`config.mk`:
```
export PLATFORM = sky130hd
export DESIGN_NAME = mem_bus_arbiter
export DESIGN_NICKNAME = d
export VERILOG_FILES = /design/src/rtl/mem_bus_arbiter.sv
export SDC_FILE = /design/constraint.sdc
export NUM_CORES = 1
export LEC_CHECK = 0
export CAP_MARGIN = 15
export CORE_MARGIN = 4
export CORE_UTILIZATION = 41
export DETAILED_ROUTE_END_ITERATION = 8
export PLACE_DENSITY = 0.87
export SLEW_MARGIN = 20
export SYNTH_ARGS = -nofsm -noshare
export SYNTH_HDL_FRONTEND = slang
export SYNTH_SLANG_ARGS = --single-unit
```
`constraint.sdc`:
```
create_clock -name clk -period 6.4 [get_ports clk]
set_clock_uncertainty 0.15 [all_clocks]
set_input_delay 1.28 -clock clk [delete_from_list [all_inputs] [get_ports clk]]
set_output_delay 1.28 -clock clk [all_outputs]
set_load 0.02 [all_outputs]
```
`src/rtl/mem_bus_arbiter.sv`:
```
// Arbitrates one single-ported memory bus between instruction fetch and data load/store.
// Data has priority, bounded by a streak guard; hung transactions are aborted by a timeout.
module mem_bus_arbiter #(
  parameter int unsigned MAX_D_STREAK   = 4,
  parameter int unsigned TIMEOUT_CYCLES = 64
) (
  input  logic        clk,
  input  logic        rst,
  input  logic [1:0]  if_cmd,
  input  logic [31:0] if_addr,
  input  logic        if_flush,
  output logic [31:0] if_rdata,
  output logic        if_done,
  output logic        if_stall,
  input  logic [1:0]  dm_cmd,
  input  logic [31:0] dm_addr,
  input  logic [31:0] dm_wdata,
  output logic [31:0] dm_rdata,
  output logic        dm_done,
  output logic        dm_stall,
  output logic [1:0]  mem_cmd,
  output logic [31:0] mem_addr,
  output logic [31:0] mem_wdata,
  input  logic [31:0] mem_rdata,
  input  logic        mem_ready,
  output logic        bus_error
);

  localparam int unsigned SW = $clog2(MAX_D_STREAK + 1);
  localparam int unsigned CW = $clog2(TIMEOUT_CYCLES);

  localparam logic [1:0] BUS_NONE  = 2'd0;
  localparam logic [1:0] BUS_LOAD  = 2'd1;
  localparam logic [1:0] BUS_STORE = 2'd2;

  localparam logic [1:0] ST_IDLE  = 2'd0;
  localparam logic [1:0] ST_IBUSY = 2'd1;
  localparam logic [1:0] ST_DBUSY = 2'd2;

  logic [1:0]    state;
  logic [SW-1:0] d_streak;
  logic [CW-1:0] to_cnt;
  logic          discard;

  logic dm_valid, if_req, dm_req, grant_d, grant_i, busy, finish;

  // A port in its done-pulse cycle still shows the old request and must not be re-granted.
  assign dm_valid = (dm_cmd == BUS_LOAD) || (dm_cmd == BUS_STORE);
  assign if_req   = (if_cmd == BUS_LOAD) && !if_done;
  assign dm_req   = dm_valid && !dm_done;
  assign grant_d  = dm_req && (!if_req || (d_streak != SW'(MAX_D_STREAK)));
  assign grant_i  = if_req && !grant_d;
  assign busy     = (state == ST_IBUSY) || (state == ST_DBUSY);
  assign finish   = busy && (mem_ready || (to_cnt == CW'(TIMEOUT_CYCLES - 1)));

  assign if_stall = (if_cmd == BUS_LOAD) && !if_done;
  assign dm_stall = dm_valid && !dm_done;

  always_ff @(posedge clk or posedge rst) begin
    if (rst) begin
      state     <= ST_IDLE;
      d_streak  <= '0;
      to_cnt    <= '0;
      discard   <= 1'b0;
      mem_cmd   <= BUS_NONE;
      mem_addr  <= '0;
      mem_wdata <= '0;
      if_rdata  <= '0;
      dm_rdata  <= '0;
      if_done   <= 1'b0;
      dm_done   <= 1'b0;
      bus_error <= 1'b0;
    end else begin
      if_done <= 1'b0;
      dm_done <= 1'b0;
      if (!busy) begin
        state <= ST_IDLE;
        if (grant_d) begin
          state     <= ST_DBUSY;
          mem_cmd   <= dm_cmd;
          mem_addr  <= dm_addr;
          mem_wdata <= dm_wdata;
          to_cnt    <= '0;
          // Cannot overflow: with fetch waiting, data only wins below the limit.
          if (if_req) d_streak <= d_streak + SW'(1);
        end else if (grant_i) begin
          state     <= ST_IBUSY;
          mem_cmd   <= BUS_LOAD;
          mem_addr  <= if_addr;
          mem_wdata <= '0;
          to_cnt    <= '0;
          d_streak  <= '0;
        end
      end else begin
        if ((state == ST_IBUSY) && if_flush) discard <= 1'b1;
        if (finish) begin
          state   <= ST_IDLE;
          mem_cmd <= BUS_NONE;
          discard <= 1'b0;
          if (!mem_ready) bus_error <= 1'b1;
          if (state == ST_IBUSY) begin
            if (!(discard || if_flush)) begin
              if_done  <= 1'b1;
              if_rdata <= mem_ready ? mem_rdata : '0;
            end
          end else begin
            dm_done <= 1'b1;
            // Stores keep the last load value unless aborted.
            if (!mem_ready || (mem_cmd == BUS_LOAD)) dm_rdata <= mem_ready ? mem_rdata : '0;
          end
        end else begin
          to_cnt <= to_cnt + CW'(1);
        end
      end
    end
  end

endmodule

```
==> impl_metrics.tcl, run 1 <==
set metrics [dict create \
    crit_required_ps 4970 \
    path_class "in -> out" \
    cts-resized-gates 0 \
    grt_max_degree 94 \
    finalPower_mw 4.63 \
    dieWidth_um 126 \
    pin_count 271 \
    die_area_sq_um 15900 \
    die_h_um 126 \
    core_area_sq_um 13500 \
    tightest_slew_ps 834 \
    gp_congestion 0.863 \
    antenna_found_initial 0 \
    clock-root-buffer "clkbuf_16" \
    area_delta_synth_final_pct 59.6 \
    cts_tree "done" \
    fin_crit_ps 4160 \
    whs_ps 312 \
    fmax_mhz 240 \
    design_area_sq_um 9150 \
    ant_nets 0 \
    cts_max_path_buffers 2 \
    cts_setup_buffers 0 \
    yosysWarnings 0 \
    avgSynthCellArea_sq_um 12.9 \
    cp.arrival_ps 2730 \
    slew_viol_final 0 \
    htree_levels 4 \
    drc 0 \
    routed_wl_mm 17.2 \
    rows 42 \
    initial_core_util_pct 42.6 \
    drv_cap 0 \
    synth_area_sq_um 5730 \
    grt_use_total_pct 21.8 \
    ys_types 42 \
    powerDensity_nw_per_um2 506 \
    fin_cells 897 \
    syn_nets 585 \
    utilization_pct 68.0 \
    critPathCaptureType "primary output" \
    ys_seq_elements 145 \
    cts.sink_count 145 \
    drive_gt1_share_pct 6.52 \
    synthCells 444 \
    numCtsBuffers 17 \
    grt.overflow.total 0 \
    place_area_sq_um 8570 \
    final_nets 849 \
    diodes 0 \
    max_slew_margin_pct 44.4 \
    wl_per_cell_um 19.2 \
    place_ws_ps 2270 \
    drt-initial-drc-count 313 \
    firstDrtPassIters 4 \
    hold_class "reg -> reg" \
    setup-tns-final_ps 0 \
    hold_viol 0 \
    synthFlopType "dfrtp_1" \
    async_flop_share_pct 100 \
    setup_ws_ps 2240 \
    vdd_drop_max_v 0.000277 \
    grt_pass1_vias 5059 \
    place_inst 865 \
    cts_hold_buf 0 \
    ys_seq_area_share_pct 63.3 \
    dp_hpwl_mm 12.5 \
    status "complete, no violations" \
    p_leak_nw 4.09 \
    nFillCells 944 \
    critPathMaxFanout 4 \
    synth_edf_count 0 \
    routed-via-count 4814 \
    routed_via_density 5.37 \
    rsz0062_at_grt "no" \
    finalSetupViolations 0 \
    numPortBuffers 270 \
    grt_pass1_wl_mm 27.6 \
    path_clk_slew_ps 60 \
    finalCritPeriodShare_pct 65.0 \
    startpoint_type "input pin" \
    worstSkewPairLatency_ps 410 \
]
[power breakdown]
part	leakage, nW	switching [mW]	internal, mW
Combinational	1.99	1.09	1.05
Sequential	1.83	0.237	1.31
Clock	0.264	0.377	0.570
Total	4.09	1.70	2.93
[sequential cells by signal, indices dropped and copies added (netlist names)]
| signal | flops |
|---|---|
| d_streak | 3 |
| to_cnt | 6 |
| bus_error | 1 |
| if_done | 1 |
| if_rdata | 32 |
| mem_cmd | 2 |
| dm_rdata | 32 |
| discard | 1 |
| mem_wdata | 32 |
| state | 2 |
| dm_done | 1 |
| mem_addr | 32 |
[worst max-delay path, cell delays in order]
cell             delay [ps]
clkdlybuf4s50_1         500
xnor2_1                 200
nor2_1                  130
clkdlybuf4s50_1         620
[logic make-up (layout without fill, tap and decap cells)]
group,Yosys count,count (layout),synth area share (%)
compound gates,155,155,20.7
flops,145,145,63.3
simple gates,63,63,5.39
buf+inv,41,318,3.40
mux,33,33,5.78
fa+ha+maj,5,5,1.09
xor+xnor,2,2,0.306
[synth_stat cells, types with 3 or more instances]
| cell type | number | area share, % |
|---|---|---|
| a22o_1 | 98 | 15 |
| a21oi_1 | 34 | 3.0 |
| buf_6 | 4 | 0.79 |
| mux2i_1 | 32 | 5.6 |
| inv_1 | 9 | 0.59 |
| a21o_1 | 4 | 0.52 |
| buf_2 | 9 | 0.79 |
| nor2_1 | 37 | 2.4 |
| nand2_1 | 6 | 0.39 |
| o31ai_1 | 3 | 0.39 |
| dfrtp_1 | 145 | 63 |
| o21ai_0 | 5 | 0.44 |
| a31oi_1 | 3 | 0.33 |
| ha_1 | 5 | 1.1 |
| clkbuf_1 | 18 | 1.2 |
[cells in the final DEF, fill, tap and decap left out, drive strengths merged, types with 2 or more instances in the layout]
cell type | synthesis | routed
a21oi | 35 | 35
a21o | 4 | 4
bufinv | 0 | 2
nor3b | 2 | 2
mux2i | 32 | 32
dfrtp | 145 | 145
a31oi | 3 | 3
a22o | 98 | 98
clkdlybuf4s50 | 0 | 270
nor4 | 2 | 2
buf | 14 | 7
inv | 9 | 9
clkbuf | 18 | 18
nand2 | 6 | 6
nor2 | 38 | 38
and2 | 2 | 2
clkinvlp | 0 | 6
clkinv | 0 | 6
o31ai | 3 | 3
ha | 5 | 5
o21ai | 6 | 6
nor3 | 2 | 2
nor2b | 2 | 2
[layer usage]
metal	track usage, %	vias up	share of wire (%)
met2	36.1	233	49
met1	25.9	2370	39
met5	0	-	0
li1	-	2181	-
met4	8.33	0	2.5
met3	8.34	30	9.6
[cell type report]
class                      count  area, sq um  share of cell area (%)
tap                          176          220                    2.41
sequential                   145         3630                    39.7
clock buffer                  18          429                    4.69
inverter                       9         38.8                   0.424
timing repair buffer         277         2760                    30.1
multi-input combinational    258         1930                    21.1
clock inverter                14          143                    1.56
[worst paths after layout]
check                                       from                       end  slack (ps)  depth (start not counted)
setup / recovery                       dm_cmd[0]                  dm_stall        2240                          4
hold / removal             bus_error$_DFFE_PP0P_     bus_error$_DFFE_PP0P_         310                          1
setup reg to reg            state[0]$_DFFE_PP0P_    mem_cmd[0]$_DFFE_PP0P_        3870                          6
hold reg to reg            bus_error$_DFFE_PP0P_     bus_error$_DFFE_PP0P_         310                          1
max in group asynchronous                    rst  mem_addr[23]$_DFFE_PP0P_        3680                          3
min in group asynchronous                    rst  mem_addr[16]$_DFFE_PP0P_        1240                          2
No activity file was read; power rests on OpenSTA's default activity.
==> run 2, diff against run 1 <==
Settings changed: CORE_UTILIZATION 41 to 37, PLACE_DENSITY 0.87 to 0.83.
Clock period 6.4 ns to 3.82 ns, I/O delays scaled along.
==> impl_metrics.tcl, run 2 (synthesis results as in run 1) <==
set metrics [dict create \
    cts-resized-gates 0 \
    cts_setup_buffers 0 \
    grt.overflow.total 0 \
    cp.arrival_ps 2240 \
    pin_count 271 \
    numCtsBuffers 17 \
    hold_class "reg -> reg" \
    numPortBuffers 270 \
    drv_cap 0 \
    ant_nets 0 \
    setup-tns-final_ps 0 \
    die_area_sq_um 17500 \
    rsz0062_at_grt "no" \
    rr_worst_depth 7 \
    area_delta_synth_final_pct 61.2 \
    routed_via_density 5.24 \
    drc 0 \
    critPathCaptureType "primary output" \
    whs_ps 312 \
    initial_core_util_pct 37.7 \
    wl_per_cell_um 18.7 \
    min_path_cells 1 \
    dp_hpwl_mm 11.9 \
    vdd_drop_max_v 0.000416 \
    firstDrtPassIters 4 \
    grt_pass1_wl_mm 27.7 \
    final_common_cell "clkdlybuf4s50_1" \
    tightest_slew_ps 763 \
    startpoint_type "input pin" \
    dieWidth_um 132 \
    r2r_slack_ps 1140 \
    slew_viol_final 0 \
    fin_cells 914 \
    grt_use_total_pct 19.5 \
    die_h_um 132 \
    core_area_sq_um 15200 \
    routed_wl_mm 17.1 \
    grt_pass1_vias 5219 \
    max_slew_margin_pct 49.1 \
    rows 45 \
    crit_required_ps 2910 \
    powerDensity_nw_per_um2 856 \
    hold_viol 0 \
    grt_max_degree 87 \
    drt-initial-drc-count 195 \
    finalSetupViolations 0 \
    drive_gt1_share_pct 7.17 \
    status "complete, no violations" \
    place_inst 881 \
    gp_congestion 0.825 \
    cts_tree "done" \
    critPathMaxFanout 4 \
    fmax_mhz 317 \
    clock-root-buffer "clkbuf_16" \
    p_leak_nw 4.14 \
    final_nets 853 \
    cts_max_path_buffers 2 \
    htree_levels 4 \
    fin_crit_ps 3160 \
    worstSkewPairLatency_ps 410 \
    routed-via-count 4788 \
    cts.sink_count 145 \
    antenna_found_initial 1 \
    layout_common_cells "clkdlybuf4s50_1 (270), dfrtp_1 (145), a22o_1 (98)" \
    path_clk_slew_ps 60 \
    path_class "in -> out" \
    finalCritPeriodShare_pct 82.6 \
    cts_hold_buf 0 \
]
[run 2: path summary, 6_finish.rpt]
kind / startpoint / end
hold / removal: bus_error$_DFFE_PP0P_ / bus_error$_DFFE_PP0P_
setup / recovery: dm_cmd[0] / dm_stall
setup reg to reg: state[0]$_DFFE_PP0P_ / mem_addr[20]$_DFFE_PP0P_
hold reg to reg: bus_error$_DFFE_PP0P_ / bus_error$_DFFE_PP0P_
max in group asynchronous: rst / mem_addr[28]$_DFFE_PP0P_
min in group asynchronous: rst / mem_wdata[30]$_DFFE_PP0P_
[run 2: through the flow]
step	total power [mW]	area (sq um)	setup WS (ps)	util (%)
5_1_grt	8.33	9240	592	60.8
4_1_cts	7.99	9240	668	60.7
6_report	7.91	9240	663	60.8
3_5_place_dp	6.19	8610	680	56.6
2_1_floorplan	4.44	5740	1090	-
3_3_place_gp	6.07	8610	685	56.6
[run 2: power breakdown]
part / internal [mW] / total (mW) / leakage (nW) / switching, mW
combinational: 1.77 / 3.58 / 2.01 / 1.81
clock: 1.07 / 1.75 / 0.297 / 0.676
sequential: 2.19 / 2.58 / 1.83 / 0.388
[run 2: cell type report]
class	count	area (sq um)
multi-input combinational	258	1920
clock inverter	13	174
antenna	1	2.50
timing repair buffer	281	2790
inverter	9	37.5
clock buffer	19	453
fill	1186	5960
tap	188	235
sequential	145	3630
[run 2: critical path, stage by stage]
cell and delay (ps):
clkdlybuf4s50_1 490, xnor2_1 190, nor2_1 150, clkdlybuf4s50_1 640
[run 2: routing by layer]
metal  vias to the layer above  share of wire, %  track usage [%]
met3                        25               7.1             5.82
met1                      2369                42             24.1
li1                       2188                 -                -
met5                         -                 0                0
met2                       206                48             32.7
met4                         0               2.2             6.93
